==> config.mk <==
export PLATFORM = sky130hd
export DESIGN_NAME = sync_fifo
export DESIGN_NICKNAME = d
export VERILOG_FILES = /design/src/rtl/fifo_pkg.sv /design/src/rtl/fifo_mem.sv /design/src/rtl/sync_fifo.sv
export SDC_FILE = /design/constraint.sdc
export NUM_CORES = 1
export LEC_CHECK = 0
export ABC_AREA = 1
export CAP_MARGIN = 20
export CORE_MARGIN = 2
export CORE_UTILIZATION = 40
export DETAILED_ROUTE_END_ITERATION = 7
export DONT_BUFFER_PORTS = 1
export GPL_ROUTABILITY_DRIVEN = 0
export HOLD_SLACK_MARGIN = 0.02
export SLEW_MARGIN = 30
export SYNTH_ARGS = -nofsm -noshare
export SYNTH_HDL_FRONTEND = slang
export SYNTH_SLANG_ARGS = --single-unit
==> constraint.sdc <==
create_clock -name clk -period 7.05 [get_ports clk]
set_input_delay 0.705 -clock clk [delete_from_list [all_inputs] [get_ports clk]]
set_output_delay 0.705 -clock clk [all_outputs]
set_load 0.005 [all_outputs]
==> src/rtl/fifo_pkg.sv <==
// Shared FIFO helpers: address-width computation, parameter sanity checks
// and the output-mode constants.
package fifo_pkg;

    localparam int FIFO_MODE_FWFT = 32'sd1;
    localparam int FIFO_MODE_REG  = 32'sd0;

    function automatic int clog2(input int value);
        int result;
        result = 32'sd0;
        for (int i = 0; i < 31; i++) begin
            if ((32'sd1 << i) < value) begin
                result = i + 32'sd1;
            end
        end
        return result;
    endfunction

    function automatic bit is_pow2(input int value);
        return (value >= 32'sd2) && ((value & (value - 32'sd1)) == 32'sd0);
    endfunction

endpackage

==> src/rtl/fifo_mem.sv <==
// DEPTH x WIDTH storage: one synchronous write port and one asynchronous
// read port, no reset, so it maps onto distributed RAM.
module fifo_mem #(
    parameter int WIDTH  = 8,
    parameter int DEPTH  = 16,
    parameter int ADDR_W = 4
) (
    input  logic              clk,
    input  logic              i_we,
    input  logic [ADDR_W-1:0] i_waddr,
    input  logic [WIDTH-1:0]  i_wdata,
    input  logic [ADDR_W-1:0] i_raddr,
    output logic [WIDTH-1:0]  o_rdata
);

    logic [WIDTH-1:0] r_mem [DEPTH];

    // Write port: store the accepted word.
    always_ff @(posedge clk) begin
        if (i_we) begin
            r_mem[i_waddr] <= i_wdata;
        end
    end

    assign o_rdata = r_mem[i_raddr];

endmodule

==> src/rtl/sync_fifo.sv <==
// Single-clock FIFO with occupancy count, almost flags, sticky error flags,
// synchronous flush and selectable FWFT / registered-read output.
module sync_fifo
    import fifo_pkg::*;
#(
    parameter int WIDTH    = 8,
    parameter int DEPTH    = 16,
    parameter int AF_LEVEL = DEPTH - 2,
    parameter int AE_LEVEL = 2,
    parameter int FWFT     = 1
) (
    input  logic                     clk,
    input  logic                     rst_ni,
    input  logic                     flush_i,
    input  logic                     wr_en_i,
    input  logic [WIDTH-1:0]         dat_i,
    input  logic                     rd_en_i,
    output logic [WIDTH-1:0]         dat_o,
    output logic                     full,
    output logic                     empty,
    output logic                     almost_full,
    output logic                     almost_empty,
    output logic [clog2(DEPTH):0]    count,
    output logic                     overflow,
    output logic                     underflow
);

    localparam int ADDR_W = clog2(DEPTH);
    localparam int PTR_W  = ADDR_W + 1;

    if (!is_pow2(DEPTH)) begin : g_bad_depth
        $error("sync_fifo: DEPTH must be a power of 2 and at least 2");
    end
    if (AF_LEVEL > DEPTH) begin : g_bad_af
        $error("sync_fifo: AF_LEVEL must not exceed DEPTH");
    end
    if (AE_LEVEL >= DEPTH) begin : g_bad_ae
        $error("sync_fifo: AE_LEVEL must be below DEPTH");
    end

    logic [PTR_W-1:0] r_wptr;
    logic [PTR_W-1:0] r_rptr;
    logic             r_overflow;
    logic             r_underflow;
    logic [PTR_W-1:0] w_count;
    logic             w_empty;
    logic             w_full;
    logic             w_wr_acc;
    logic             w_rd_acc;
    logic [WIDTH-1:0] w_rdata;

    // Flags come from the registered pointers only; no request input feeds them.
    assign w_count  = r_wptr - r_rptr;
    assign w_empty  = (r_wptr == r_rptr);
    assign w_full   = (r_wptr[ADDR_W] != r_rptr[ADDR_W]) &&
                      (r_wptr[ADDR_W-1:0] == r_rptr[ADDR_W-1:0]);
    assign w_wr_acc = wr_en_i && !w_full;
    assign w_rd_acc = rd_en_i && !w_empty;

    assign count        = w_count;
    assign empty        = w_empty;
    assign full         = w_full;
    assign almost_full  = (w_count >= PTR_W'(AF_LEVEL));
    assign almost_empty = (w_count <= PTR_W'(AE_LEVEL));
    assign overflow     = r_overflow;
    assign underflow    = r_underflow;

    // Pointer advance and sticky error capture; flush overrides both requests.
    always_ff @(posedge clk or negedge rst_ni) begin
        if (!rst_ni) begin
            r_wptr      <= {PTR_W{1'b0}};
            r_rptr      <= {PTR_W{1'b0}};
            r_overflow  <= 1'b0;
            r_underflow <= 1'b0;
        end else if (flush_i) begin
            r_wptr      <= {PTR_W{1'b0}};
            r_rptr      <= {PTR_W{1'b0}};
            r_overflow  <= 1'b0;
            r_underflow <= 1'b0;
        end else begin
            if (w_wr_acc) begin
                r_wptr <= r_wptr + PTR_W'(1);
            end
            if (w_rd_acc) begin
                r_rptr <= r_rptr + PTR_W'(1);
            end
            if (wr_en_i && w_full) begin
                r_overflow <= 1'b1;
            end
            if (rd_en_i && w_empty) begin
                r_underflow <= 1'b1;
            end
        end
    end

    fifo_mem #(
        .WIDTH  (WIDTH),
        .DEPTH  (DEPTH),
        .ADDR_W (ADDR_W)
    ) u_mem (
        .clk     (clk),
        .i_we    (w_wr_acc && !flush_i),
        .i_waddr (r_wptr[ADDR_W-1:0]),
        .i_wdata (dat_i),
        .i_raddr (r_rptr[ADDR_W-1:0]),
        .o_rdata (w_rdata)
    );

    if (FWFT == FIFO_MODE_FWFT) begin : g_fwft
        assign dat_o = w_empty ? {WIDTH{1'b0}} : w_rdata;
    end else begin : g_reg
        logic [WIDTH-1:0] r_dat;

        // Registered read data: captures the head word on the accepting edge.
        always_ff @(posedge clk or negedge rst_ni) begin
            if (!rst_ni) begin
                r_dat <= {WIDTH{1'b0}};
            end else if (flush_i) begin
                r_dat <= {WIDTH{1'b0}};
            end else if (w_rd_acc) begin
                r_dat <= w_rdata;
            end
        end

        assign dat_o = r_dat;
    end

endmodule

==> flow_summary.json <==
{
  "status": "completed",
  "timing.final.ws_setup_ps": 3180,
  "drt_pass1_iterations": 5,
  "detailedRoute.firstIterationViolations": 436,
  "avgRoutedWirePerCell_um": 17.0,
  "synth.yosys.seq_area_share": 0.641,
  "fin_tns_setup_ps": 0,
  "vias_per_cell": 4.91,
  "ctsHoldBuffers": 1,
  "worst-slew-pin-transition_ps": 877,
  "cts.reportedPaths.clkPinSlew_ps": 60,
  "slew_violations": 0,
  "place_ws_ps": 3490,
  "grt_util_overall": 0.182,
  "fin_crit_ps": 3870,
  "syn_area_um2": 6460,
  "fill_cells": 1499,
  "boundaryPins": 32,
  "synth.top_cell.area_share": 0.595,
  "cts_num_sinks": 140,
  "areaGrowthSynthToFinish_pct": 11.7,
  "horiz_die_dim_um": 131,
  "dr_total_vias": 4346,
  "tritoncts": "built",
  "unique_cell_type_count_in_the_yosys_netlist": 26,
  "synth.largest_area_cell": "sky130_fd_sc_hd__edfxtp_1",
  "leakagePower_uw": 0.00307,
  "timing_worst_setup_path_type": "reg2out",
  "clockBufferDepth": 2,
  "required_ps": 6340,
  "fp.dieH_um": 131,
  "cp-start-kind": "flop",
  "cts_repair_resize_count": 0,
  "maximum_number_of_pins_on_one_net_before_global_route_repair": 69,
  "portBuffers": 0,
  "hold_path.class": "in2reg",
  "grt_setup_unrepaired": "no",
  "clock_latency_ps": 420,
  "global_route_wire_length_before_repair_mm": 23.4,
  "synth_edf_count": 128,
  "area_of_the_core_region_um2": 15800,
  "final_net_count": 680,
  "min_period_over_period": 0.549,
  "synth_fp_nets": 682,
  "yosys_most_used_dff": "sky130_fd_sc_hd__edfxtp_1",
  "floorplan.initialDensity": 0.408,
  "place_area_um2": 6610,
  "design_area_um2": 7220,
  "vias_in_the_first_global_route": 4270,
  "yosysWarnings": 0,
  "cellPowerDensity_nw_per_um2": 337,
  "clockRootBuffer": "sky130_fd_sc_hd__clkbuf_16",
  "drc": 0,
  "drt.antenna.violating_nets": 0,
  "yosys_register_bits": 140,
  "netlist_top_cells_area": "sky130_fd_sc_hd__edfxtp_1, sky130_fd_sc_hd__nand2_1, sky130_fd_sc_hd__inv_1, sky130_fd_sc_hd__nand3_1, sky130_fd_sc_hd__dfrtp_1",
  "finClkSkew_ps": 7.30,
  "syn_inst": 659,
  "postLayoutCoreUtil": 0.456,
  "crit_path_max_fanout": 68,
  "timing_hold_violations_final": 0,
  "dieArea_um2": 17200,
  "cts-htree-levels": 4,
  "cts_inserted_buffers": 17,
  "routed_wl_mm": 15.1,
  "place.detailed.hpwl_mm": 9.92,
  "number_of_antenna_violations_at_the_first_check_in_global_routing": 0,
  "antennaDiodeCount": 0,
  "setup.worst_path.end_class": "output port",
  "number_of_rows_created_at_floorplan": 46,
  "worst_slew_margin_rel": 0.415,
  "ir_drop_uv": 188,
  "report.final.setup_viol": 0,
  "drive_gt1_frac": 0.0716,
  "grt-ovfl-total": 0,
  "synthesis.area_per_instance_um2": 9.81,
  "post-cts-setup-buffer-count": 0,
  "synth-async-reset-ratio": 0.0857,
  "max_freq_ghz": 0.258,
  "power_uw": 2440,
  "cp.arrival_ps": 3170,
  "maxCapViolCount": 0
}
==> cells in the mapped netlist (2+ instances only) <==
library cell               instances
sky130_fd_sc_hd__o21ai_1           8
sky130_fd_sc_hd__inv_1           100
sky130_fd_sc_hd__inv_2             7
sky130_fd_sc_hd__clkbuf_1          3
sky130_fd_sc_hd__dfrtp_1          12
sky130_fd_sc_hd__nand2_2           2
sky130_fd_sc_hd__a21oi_1           8
sky130_fd_sc_hd__nor3_2            3
sky130_fd_sc_hd__a21oi_2           5
sky130_fd_sc_hd__nand3_1          74
sky130_fd_sc_hd__nor3_1            2
sky130_fd_sc_hd__buf_2             9
sky130_fd_sc_hd__edfxtp_1        128
sky130_fd_sc_hd__buf_4             9
sky130_fd_sc_hd__xor2_1            8
sky130_fd_sc_hd__ha_1              9
sky130_fd_sc_hd__nor2_1           20
sky130_fd_sc_hd__nand2_1         244
==> flip-flops by register name, summed over array words and instances, names as in the netlist <==
name / flops
r_wptr: 5
underflow: 1
u_mem.r_mem: 128
overflow: 1
r_rptr: 5
==> power breakdown <==
group / switching [uW] / internal [uW] / total, uW
clock: 321 / 583 / 904
combinational: 398 / 170 / 568
sequential: 42.4 / 922 / 964
==> routing by layer <==
layer  wire length (um)  global-route usage  share of wire
met2               7110               0.282           0.47
met3                878              0.0397          0.058
met5                  0                   0              0
met4                372              0.0809          0.025
met1               6710               0.248           0.45
==> logic make-up after synthesis <==
kind of cell,Yosys count,share of synthesized area
and+or+nand+nor,346,0.220
xor gates and xnor gates,9,0.0122
DFF,140,0.641
buffers and inverters,131,0.0844
AOI/OAI and AO/OA,23,0.0215
adders and majority gates,10,0.0205
==> layout by cell type (no fill, tap or decap), types with 4 or more instances in the layout <==
cell                        count
sky130_fd_sc_hd__clkbuf_16     17
sky130_fd_sc_hd__nor2_1        20
sky130_fd_sc_hd__inv_2          6
sky130_fd_sc_hd__inv_1        100
sky130_fd_sc_hd__nand2_1      244
sky130_fd_sc_hd__xor2_1         8
sky130_fd_sc_hd__a21oi_1        8
sky130_fd_sc_hd__o21ai_1        8
sky130_fd_sc_hd__bufinv_16      4
sky130_fd_sc_hd__nand3_1       74
sky130_fd_sc_hd__ha_1           9
sky130_fd_sc_hd__clkinv_1       6
sky130_fd_sc_hd__edfxtp_1     128
sky130_fd_sc_hd__a21oi_2        5
sky130_fd_sc_hd__dfrtp_1       10
==> worst max-delay path, stage by stage (launching register included) <==
cell	delay, ps
sky130_fd_sc_hd__dfrtp_2	330
sky130_fd_sc_hd__buf_4	520
sky130_fd_sc_hd__clkinv_2	860
sky130_fd_sc_hd__nand2_1	320
sky130_fd_sc_hd__nand3_1	100
sky130_fd_sc_hd__nand2_1	140
sky130_fd_sc_hd__nand2_1	70
sky130_fd_sc_hd__nand2_1	80
sky130_fd_sc_hd__inv_1	50
sky130_fd_sc_hd__a21oi_1	220
==> cell type report <==
cell class	instances	area, um^2	area share
Timing Repair Buffer	2	17.5	0.00243
Multi-Input combinational cell	388	1780	0.246
Clock inverter	15	179	0.0248
Inverter	108	408	0.0565
Tap cell	216	270	0.0374
Sequential cell	140	4150	0.574
Clock buffer	17	425	0.0589
==> per-stage QoR <==
stage               hold WS (ps)  cells
finish                       343    886
floorplan                    409    659
global placement             410    853
detailed placement           410    853
CTS                          327    886
global route                 331    886
==> final timing paths <==
| kind | cells after the start | slack [ps] | endpoint | from |
|---|---|---|---|---|
| worst min-delay path | 1 | 340 | overflow | flush_i |
| min in group asynchronous | 1 | 720 | r_rptr[3] | rst_ni |
| worst min register to register | 2 | 540 | overflow | overflow |
| max in group asynchronous | 1 | 5920 | r_rptr[1] | rst_ni |
| worst max-delay path | 9 | 3180 | dat_o[5] | r_rptr[0] |
| worst max register to register | 9 | 3470 | u_mem.r_mem[6][6] | r_rptr[1] |
Power figures use the tool's default switching activity.
